**src/rtl/cart_bank_mapper.sv**
```systemverilog
// cart_bank_mapper
//   Bank-table cartridge mapper. A page table is filled from CRT chip
//   packets while the file loads; at run time ROML/ROMH reads are translated
//   through the currently selected bank, with power-of-two mirroring derived
//   from the highest bank seen. Also drives EXROM/GAME, an optional IOF RAM
//   page, and a freeze/NMI handshake with timeout.
// Ports:
//   clk32, reset                 clock, async active-high reset
//   cart_loading, cart_bank_*    CRT chip-packet table load interface
//   cart_attached, romL, romH,
//   IOE, IOF, mem_write,
//   c64_mem_address_in,
//   c64_data_out                 C64 bus decode and CPU access
//   freeze_key, nmi_ack          freeze button / NMI acknowledge
//   sdram_address_out            translated SDRAM byte address
//   exrom, game                  cartridge lines (active low)
//   iof_ce                       IOF access served by cartridge RAM
//   nmi, frozen                  freeze handshake status
//   bank_mask                    current mirroring mask
module cart_bank_mapper #(
  parameter int ADDR_W      = 25,
  parameter int DEPTH_LOG2  = 6,
  parameter int BANK_W      = 7,
  parameter int IOF_RAM     = 1,
  parameter int RAM_PAGE    = 'h8,
  parameter int NMI_TIMEOUT = 1024
) (
  input  logic              clk32,
  input  logic              reset,
  input  logic              cart_loading,
  input  logic              cart_bank_wr,
  input  logic [15:0]       cart_bank_num,
  input  logic [15:0]       cart_bank_laddr,
  input  logic [15:0]       cart_bank_size,
  input  logic [ADDR_W-1:0] cart_bank_raddr,
  input  logic              cart_attached,
  input  logic              romL,
  input  logic              romH,
  input  logic              IOE,
  input  logic              IOF,
  input  logic              mem_write,
  input  logic [15:0]       c64_mem_address_in,
  input  logic [7:0]        c64_data_out,
  input  logic              freeze_key,
  input  logic              nmi_ack,
  output logic [ADDR_W-1:0] sdram_address_out,
  output logic              exrom,
  output logic              game,
  output logic              iof_ce,
  output logic              nmi,
  output logic              frozen,
  output logic [BANK_W-1:0] bank_mask
);
  localparam int PW    = ADDR_W - 13;
  localparam int DEPTH = 1 << DEPTH_LOG2;
  localparam int CNT_W = $clog2(NMI_TIMEOUT + 1);
  localparam logic [PW-1:0] PAGE_ONE = PW'(1);
  localparam logic [PW-1:0] RAM_PG   = PW'(RAM_PAGE);

  typedef enum logic [1:0] {S_IDLE, S_REQ, S_FROZEN} state_t;

  // ---------------- bank table (not reset: survives a CPU reset) ----------
  logic [PW-1:0]         r_lo [0:DEPTH-1];
  logic [PW-1:0]         r_hi [0:DEPTH-1];
  logic [DEPTH_LOG2-1:0] r_max_bank;
  logic                  r_loading_d;

  logic [PW-1:0]         w_page;
  logic [DEPTH_LOG2-1:0] w_idx;
  logic                  w_tbl_wr;
  logic                  w_load_rise;

  assign w_page      = cart_bank_raddr[ADDR_W-1:13];
  assign w_idx       = cart_bank_num[DEPTH_LOG2-1:0];
  assign w_tbl_wr    = cart_bank_wr & (cart_bank_num < 16'(DEPTH));
  assign w_load_rise = cart_loading & ~r_loading_d;

  always_ff @(posedge clk32) begin
    r_loading_d <= cart_loading;
    if (w_tbl_wr) begin
      // Chips at $8000 carry ROML, and a 16K chip spills its upper half into ROMH.
      if (cart_bank_laddr <= 16'h8000) begin
        r_lo[w_idx] <= w_page;
        if (cart_bank_size > 16'h2000) r_hi[w_idx] <= w_page + PAGE_ONE;
      end else begin
        r_hi[w_idx] <= w_page;
      end
    end
    if (w_load_rise)
      r_max_bank <= w_tbl_wr ? w_idx : '0;
    else if (w_tbl_wr && (w_idx > r_max_bank))
      r_max_bank <= w_idx;
  end

  // Smear the top set bit downward: smallest 2^k-1 covering max_bank.
  logic [DEPTH_LOG2-1:0] w_smear;
  always_comb begin
    w_smear = r_max_bank;
    for (int i = 1; i < DEPTH_LOG2; i++) w_smear = w_smear | (w_smear >> i);
  end
  assign bank_mask = BANK_W'(w_smear);

  // ---------------- bus strobes and edge detectors ------------------------
  logic r_ioe_d, r_freeze_d, r_ack_d;
  logic r_disable, r_game_n, r_exrom_n;
  logic [BANK_W-1:0] r_bank_sel;
  logic [PW-1:0]     r_lo_page, r_hi_page;

  always_ff @(posedge clk32 or posedge reset) begin
    if (reset) begin
      r_ioe_d    <= 1'b0;
      r_freeze_d <= 1'b0;
      r_ack_d    <= 1'b0;
    end else begin
      r_ioe_d    <= IOE;
      r_freeze_d <= freeze_key;
      r_ack_d    <= nmi_ack;
    end
  end

  logic w_ioe_wr, w_wr_bank, w_wr_ctrl, w_freeze_rise, w_ack_rise, w_freeze_act;
  assign w_ioe_wr      = IOE & ~r_ioe_d & mem_write & ~r_disable;
  assign w_wr_bank     = w_ioe_wr & ~c64_mem_address_in[1];
  assign w_wr_ctrl     = w_ioe_wr &  c64_mem_address_in[1];
  assign w_freeze_rise = freeze_key & ~r_freeze_d;
  assign w_ack_rise    = nmi_ack & ~r_ack_d;

  // ---------------- freeze FSM --------------------------------------------
  state_t           r_state, w_state_nxt;
  logic [CNT_W-1:0] r_cnt;

  always_ff @(posedge clk32 or posedge reset) begin
    if (reset) r_state <= S_IDLE;
    else       r_state <= w_state_nxt;
  end

  always_comb begin
    w_state_nxt = r_state;
    case (r_state)
      S_IDLE:   if (w_freeze_rise) w_state_nxt = S_REQ;
      // r_cnt==1 here means this cycle is the last of the NMI_TIMEOUT window.
      S_REQ:    if (w_ack_rise) w_state_nxt = S_FROZEN;
                else if (r_cnt == CNT_W'(1)) w_state_nxt = S_IDLE;
      S_FROZEN: if (w_wr_ctrl) w_state_nxt = S_IDLE;
      default:  w_state_nxt = S_IDLE;
    endcase
  end

  always_comb begin
    nmi    = (r_state == S_REQ);
    frozen = (r_state == S_FROZEN);
  end

  assign w_freeze_act = (r_state == S_REQ) & w_ack_rise;

  always_ff @(posedge clk32 or posedge reset) begin
    if (reset)                                        r_cnt <= '0;
    else if (r_state == S_IDLE && w_state_nxt == S_REQ) r_cnt <= CNT_W'(NMI_TIMEOUT);
    else if (r_state == S_REQ)                        r_cnt <= r_cnt - CNT_W'(1);
  end

  // ---------------- mapping registers -------------------------------------
  always_ff @(posedge clk32 or posedge reset) begin
    if (reset) begin
      r_bank_sel <= '0;
      r_game_n   <= 1'b0;
      r_exrom_n  <= 1'b0;
      r_disable  <= 1'b0;
      r_lo_page  <= '0;
      r_hi_page  <= '0;
    end else begin
      // Synchronous table read: pages trail bank_sel by one cycle.
      r_lo_page <= r_lo[r_bank_sel[DEPTH_LOG2-1:0]];
      r_hi_page <= r_hi[r_bank_sel[DEPTH_LOG2-1:0]];
      if (w_freeze_act) begin
        // Enter ULTIMAX on bank 0 so the freezer ROM answers the NMI; a
        // coincident register write is dropped.
        r_bank_sel <= '0;
        r_game_n   <= 1'b0;
        r_exrom_n  <= 1'b1;
        r_disable  <= 1'b0;
      end else begin
        if (w_wr_bank) r_bank_sel <= c64_data_out[BANK_W-1:0] & bank_mask;
        if (w_wr_ctrl) begin
          r_game_n  <= ~c64_data_out[0];
          r_exrom_n <= ~c64_data_out[1];
          r_disable <=  c64_data_out[7];
        end
      end
    end
  end

  assign exrom = ~cart_attached | r_exrom_n | r_disable;
  assign game  = ~cart_attached | r_game_n  | r_disable;

  // ---------------- address translation -----------------------------------
  always_comb begin
    sdram_address_out = ADDR_W'(c64_mem_address_in);
    iof_ce            = 1'b0;
    if (cart_attached) begin
      if (romL && !mem_write)
        sdram_address_out = {r_lo_page, c64_mem_address_in[12:0]};
      else if (romH && !mem_write)
        sdram_address_out = {r_hi_page, c64_mem_address_in[12:0]};
      else if (IOF && (IOF_RAM != 0)) begin
        sdram_address_out = {RAM_PG, 5'b0, c64_mem_address_in[7:0]};
        iof_ce            = 1'b1;
      end
    end
  end

  // Address low bits of a chip packet and high bank_sel/data bits are
  // intentionally unused.
  logic w_unused_bits;
  assign w_unused_bits = ^{cart_bank_raddr[12:0], r_bank_sel, c64_data_out};

endmodule

```
**config.mk**
```make
export PLATFORM = sky130hd
export DESIGN_NAME = cart_bank_mapper
export DESIGN_NICKNAME = d
export VERILOG_FILES = /design/src/rtl/cart_bank_mapper.sv
export SDC_FILE = /design/constraint.sdc
export NUM_CORES = 1
export LEC_CHECK = 0
export CAP_MARGIN = 20
export CORE_ASPECT_RATIO = 0.7
export CORE_MARGIN = 2
export CORE_UTILIZATION = 30
export DETAILED_ROUTE_END_ITERATION = 7
export DONT_BUFFER_PORTS = 1
export GPL_TIMING_DRIVEN = 1
export PLACE_DENSITY = 0.57
export SLEW_MARGIN = 25
export SYNTH_ARGS = -nofsm -noshare
export SYNTH_HDL_FRONTEND = slang
export SYNTH_SLANG_ARGS = --single-unit
```
**constraint.sdc**
```tcl
create_clock -name clk32 -period 1.9 [get_ports clk32]
set_input_delay 0.285 -clock clk32 [delete_from_list [all_inputs] [get_ports clk32]]
set_output_delay 0.285 -clock clk32 [all_outputs]
set_load 0.005 [all_outputs]
```
# [Word-level counts from Yosys, hierarchy flattened]
# Memory sizes are Yosys's and may differ from the RTL's. A register that Yosys moved wholly into a read port is not among the register bits.
# Cells that the tools add are included.
[op_classes] order_cmp=4 mux=37 reduce_logical=10 addsub=2 n_bitwise=30 n_eq_ne=4
[op_table] op="25-bit two-way mux" n=3
[op_table] op="6-bit two-way mux" n=5
[op_table] op="11-bit two-way mux" n=2
[op_table] op="1-bit two-way mux" n=20
[op_table] op="17-bit two-way mux" n=1
[op_table] op="16-bit by 14-bit greater-than comparator with 1-bit output, second input constant" n=1
[op_table] op="16-bit less-or-equal comparator, second input constant" n=1
[op_table] op="16-bit by 7-bit < comparator with 1-bit output, second input constant" n=1
[op_table] op="12-bit by 1-bit adder with 12-bit output, second input constant" n=1
[op_table] op="12-bit two-way mux" n=1
[op_table] op="11-bit by 1-bit == test with 1-bit output, second input constant" n=1
[op_table] op="11-bit by 1-bit subtractor with 11-bit output, second input constant" n=1
[op_table] op="1-bit AND" n=10
[op_table] op="1-bit NOT" n=9
[op_table] op="2-bit two-way mux" n=4
[op_table] op="2-bit nonzero test" n=4
[op_table] op="6-bit AND" n=1
[op_table] op="6-bit greater-than comparator" n=1
[op_table] op="6-bit by 1-bit bitwise OR with 6-bit output" n=1
[op_table] op="6-bit by 2-bit bitwise OR with 6-bit output" n=1
[op_table] op="6-bit by 3-bit bitwise OR with 6-bit output" n=1
[op_table] op="6-bit by 4-bit bitwise OR with 6-bit output" n=1
[op_table] op="6-bit by 5-bit bitwise OR with 6-bit output" n=1
[op_table] op="2-bit case mux with 3 select lines" n=1
[op_table] op="6 further kinds" n=14
[word_totals] output_inout_bits=37 mem_bits_rw=1536 reg_bits=32 word_cells=100 memories=2
[mem_list] memory="r_hi" depth=64 width=12 read_ports=1 rd_ports_with_merged_regs=1 write_ports=1 line="64" rtl="logic [PW-1:0] r_hi [0:DEPTH-1];"
[mem_list] memory="r_lo" depth=64 width=12 read_ports=1 rd_ports_with_merged_regs=1 write_ports=1 line="63" rtl="logic [PW-1:0] r_lo [0:DEPTH-1];"

# [Logic depth before layout (Yosys ltp)]
[depth] word_depth=10 depth_mapped=10 mapped_depth_nobuf=7

# [Least setup slack after synthesis]
# Ideal clock, no wire load.
[synth_timing] path_type="input port to flip-flop" from="in cart_bank_laddr[7]" to="mem r_hi[0][10] (netlist bit), data pin" setup_ns=0.569 stages=6 arrival_time_ns=3.385 setup_slack_ns=-2.054 path_cell_list="nor4_1 -> a41oi_1 -> clkbuf_1 -> a21boi_0 -> nand4_1 -> xnor2_1"
[synth_via] elab_chain_len=5
[synth_lines] item="from (decl)" line="33" rtl="input logic [15:0] cart_bank_laddr,"
[synth_lines] item="16-bit less-or-equal comparator" line="82" rtl="if (cart_bank_laddr <= 16'h8000) begin"
[synth_lines] item="1-bit two-way mux" line="82"
[synth_lines] item="1-bit two-way mux" line="80" rtl="if (w_tbl_wr) begin"
[synth_lines] item="1-bit two-way mux (not written as such)" line="86" rtl="r_hi[w_idx] <= w_page;"
[synth_lines] item="12-bit two-way mux (no line)"
[synth_lines] item="to (decl)" line="64"
# No other way between the ends.

# [Worst setup path in the final report]
[layout_timing] from="reg r_max_bank[4]" to="out bank_mask[0]"
[layout_via] elab_chain_len=5
[layout_lines] item="from (decl)" line="65" rtl="logic [DEPTH_LOG2-1:0] r_max_bank;"
[layout_lines] item="from (signal assigned)" line="90" rtl="r_max_bank <= w_tbl_wr ? w_idx : '0;"
[layout_lines] item="from (signal assigned)" line="92" rtl="r_max_bank <= w_idx;"
[layout_lines] item="6-bit by 5-bit bitwise OR with 6-bit output" line="99" rtl="for (int i = 1; i < DEPTH_LOG2; i++) w_smear = w_smear | (w_smear >> i);"
[layout_lines] item="6-bit by 4-bit bitwise OR with 6-bit output" line="99"
[layout_lines] item="6-bit by 3-bit bitwise OR with 6-bit output" line="99"
[layout_lines] item="6-bit by 2-bit bitwise OR with 6-bit output" line="99"
[layout_lines] item="6-bit by 1-bit bitwise OR with 6-bit output" line="99"
[layout_lines] item="to (decl)" line="52" rtl="output logic [BANK_W-1:0] bank_mask"
# No other way between the ends.

==> results.yml <==
sta:
  shortest_period_the_worst_path_allows_ps: 2480
  clock.fmax_mhz: 403
  finalHoldWorstSlack_ps: 61.4
  timing_max_transition_violations_final: 0
  setup_repair_after_global_routing_missed_its_margin: "true"
  post-route-worst-setup-slack_ps: -582
  timing.final.setup_violations: 33
  max-slew-margin-rel_pct: 40.3
  final_hold_viol_count: 0
  clock_skew_ps: 26.2
  totalNegativeSetupSlack_ps: -12750
  tcrit_tclk_final_pct: 131
  tightest_slew_ps: 894
global_route:
  grt_max_degree: 66
  grt_util_all_layers_pct: 16.7
  first_pass_grt_wire_length_mm: 252
  first_global_vias: 33200
  grt_remaining_overflow: 0
  number_of_antenna_violations_at_the_first_check_in_global_routing: 12
worst_setup_path:
  worst-setup-path-type: "reg2out"
  timing.critical_path.slowest_stage_cell: "sky130_fd_sc_hd__edfxtp_1"
  element_type_at_the_critical_path_end: "output pin"
  timing.critical_path.mode_cell: "sky130_fd_sc_hd__or3_4"
  start_kind: "flip-flop"
  cp_data_arrival_time_ps: 2200
  critical_path_required_ps: 1620
  cp_cell_sequence: "or3_4 > nand2b_4 > or3_4 > buf_6"
  cp_max_fo: 2
  max_stage_delay_ps: 410
cts:
  cts_root_buffer: "sky130_fd_sc_hd__clkbuf_16"
  cts_tree: "yes"
  insertion_delay_ps: 790
  cts_sinks: 1592
  clk_transition_reported_paths_ps: 70
  cts_buffer_depth: 3
  tritoncts.num_buffers: 144
  htree_num_levels: 4
synth:
  ys.flop_type: "sky130_fd_sc_hd__edfxtp_1"
  postSynthNetCount: 3233
  asyncSetResetFlopFracSynth_pct: 3.08
  synthesis.instances: 3115
  synth_edf_count: 1542
  synth.distinct_cells: 65
  synth-seq-cells: 1592
  synth_area_um2: 62400
  syn_avg_cell_area_um2: 20.0
  synth-seq-area-share_pct: 76.2
  synth_warnings: 0
finish:
  sequential_cell_area_um2: 47600
  syn_to_final_growth_pct: 28.2
  fillers: 18600
  area_of_the_multi_input_gates_um2: 15200
  layoutNonFillerInstCount: 6651
  stdcell_area_um2: 80000
  finish.net_count: 3875
  post_route_cells_drive_above_1_share_pct: 38.7
  utilization_pct: 38.6
drt:
  detail_route.wl_per_cell_um: 27.0
  drt-vias-per-instance: 5.11
  drt_iter0_markers: 4261
  antenna_violating_nets_post_route: 0
  via_count: 34000
  drt_wl_total_mm: 180
  drt_pre_antenna_iters: 7
  drcViolationCount: 0
power_and_ir_drop:
  vdd_drop_max_mv: 1.18
  power.leakage_nw: 25.5
  design_power_total_mw: 98.2
  p_per_area_nw_per_um2: 1230
floorplanning:
  std_cell_rows: 140
  core_area_um2: 207000
  design.die.area_um2: 212000
  initial_utilization_pct: 30.1
  die_y_um: 386
  die_width_um: 549
  pin_count: 146
run_status:
  violations: "negative setup slack"
  run_status: "finished, violations left"
placed_design:
  dpl.hpwl_mm: 111
  portBuffers: 0
  postPlaceCellArea_um2: 71300
  gp_congestion: 0.853
  dp_worst_setup_slack_ps: -803
  number_of_placed_instances_taps_included: 6195
hold_path:
  hp-class: "in2reg"
run:
  drv_cap: 0
==> final timing paths <==
check / start / to / slack (ps) / cells after the start
min in group asynchronous: reset / r_bank_sel[0]$_DFFE_PP0P_ / 550 / 3
hold reg to reg: r_cnt[7]$_DFFE_PP0P_ / r_cnt[7]$_DFFE_PP0P_ / 480 / 1
setup / recovery: r_max_bank[4]$_DFFE_PP_ / bank_mask[0] / -580 / 4
max in group asynchronous: reset / r_state[1]$_DFF_PP0_ / 230 / 4
setup reg to reg: r_bank_sel[2]$_DFFE_PP0P_ / r_hi_page[4]$_DFF_PP0_ / -550 / 9
hold / removal: cart_bank_raddr[14] / r_hi[14][1]$_DFFE_PP_ / 60 / 2
==> sequential cells by signal (all words and copies together) (netlist names) <==
register     count
r_ack_d          1
r_bank_sel       6
r_cnt           11
r_disable        1
r_exrom_n        1
r_freeze_d       1
r_game_n         1
r_hi           768
r_hi_page       12
r_ioe_d          1
r_lo           768
r_lo_page       12
r_loading_d      1
r_max_bank       6
r_state          2
==> what timing repair did <==
| item | 4_1_cts | 5_1_grt |
|---|---|---|
| cloned | 16 | 4 |
| hold buffers | 45 | 0 |
| resized for setup | 325 | 126 |
| buffers inserted | 79 | 56 |
| pin swaps | 87 | 81 |
| setup endpoints to repair | 45 | 53 |
| endpoints found under the hold margin | 1492 | 0 |
==> kinds of logic (layout without fill, tap and decap cells) <==
group	after synthesis	in the layout	share of synthesized area, %
adder cells (fa/ha/maj)	9	9	0.181
multiplexers	547	547	14.7
XOR/XNOR	12	12	0.168
AO/OA/AOI/OAI	322	322	3.68
buffers and inverters	209	972	1.94
other	1	5	0.00601
flip-flops	1592	1592	76.2
AND/OR/NAND/NOR	423	423	3.09
==> final cells by class <==
class / count / area share, %
Clock inverter: 90 / 0.979
Multi-Input combinational cell: 1314 / 19.0
Clock buffer: 177 / 4.84
Tap cell: 2769 / 4.33
Antenna cell: 4 / 0.0125
Sequential cell: 1592 / 59.5
Inverter: 20 / 0.0954
Timing Repair Buffer: 685 / 11.2
==> placed cells by master, fill, tap and decap left out, types with 37 or more instances in the layout <==
cell                        synthesis  layout
sky130_fd_sc_hd__o21ai_1           12      37
sky130_fd_sc_hd__mux2i_1          201     196
sky130_fd_sc_hd__nand2_1          124     102
sky130_fd_sc_hd__mux4_2           291     291
sky130_fd_sc_hd__edfxtp_1        1542    1542
sky130_fd_sc_hd__nor2_1           171     140
sky130_fd_sc_hd__buf_12             7     204
sky130_fd_sc_hd__buf_6             11      47
sky130_fd_sc_hd__clkbuf_16          0     152
sky130_fd_sc_hd__a22oi_2            0      42
sky130_fd_sc_hd__buf_4             40     340
==> synthesized netlist by cell type (11+ instances only) <==
cell	instances	area share (%)
sky130_fd_sc_hd__nand2b_1	11	0.11
sky130_fd_sc_hd__mux2_2	55	0.99
sky130_fd_sc_hd__buf_4	40	0.48
sky130_fd_sc_hd__mux2i_1	201	3.2
sky130_fd_sc_hd__o21ai_1	12	0.096
sky130_fd_sc_hd__or3_1	16	0.16
sky130_fd_sc_hd__mux4_2	291	11
sky130_fd_sc_hd__inv_1	18	0.11
sky130_fd_sc_hd__clkbuf_1	74	0.45
sky130_fd_sc_hd__a221o_1	12	0.19
sky130_fd_sc_hd__o21ai_0	61	0.49
sky130_fd_sc_hd__a31oi_1	16	0.16
sky130_fd_sc_hd__buf_2	40	0.32
sky130_fd_sc_hd__dfrtp_1	49	2.0
sky130_fd_sc_hd__a32o_1	12	0.19
sky130_fd_sc_hd__a22oi_1	63	0.76
sky130_fd_sc_hd__nor2_1	171	1.0
sky130_fd_sc_hd__nand3_1	26	0.21
sky130_fd_sc_hd__nor2b_1	22	0.22
sky130_fd_sc_hd__a311oi_1	21	0.29
sky130_fd_sc_hd__a21oi_1	38	0.30
sky130_fd_sc_hd__a221oi_1	44	0.62
sky130_fd_sc_hd__buf_1	13	0.078
sky130_fd_sc_hd__buf_6	11	0.20
sky130_fd_sc_hd__edfxtp_1	1542	74
sky130_fd_sc_hd__nand2_1	124	0.75
==> routing by layer <==
layer  part of all wire [%]  track usage, %  vias to the layer above
met5                  0.023               0                        -
met4                    2.0            4.22                        6
met3                    9.7            4.68                      197
met2                     42            23.1                     1419
met1                     46            25.6                    18200
li1                       -               -                    14100
==> worst max-delay path: cells and delay by family, from the launching register on <==
| kind | cells | cell delay [ps] |
|---|---|---|
| buffers and inverters | 1 | 120 |
| flip-flops | 1 | 410 |
| AND/OR/NAND/NOR | 3 | 870 |
==> power breakdown <==
group | internal [mW] | switching, mW | total [mW]
registers | 39.1 | 0.557 | 39.6
clock network | 16.0 | 13.2 | 29.1
logic | 14.9 | 14.6 | 29.5
total | 69.9 | 28.3 | 98.2
Power figures use the tool's default switching activity.
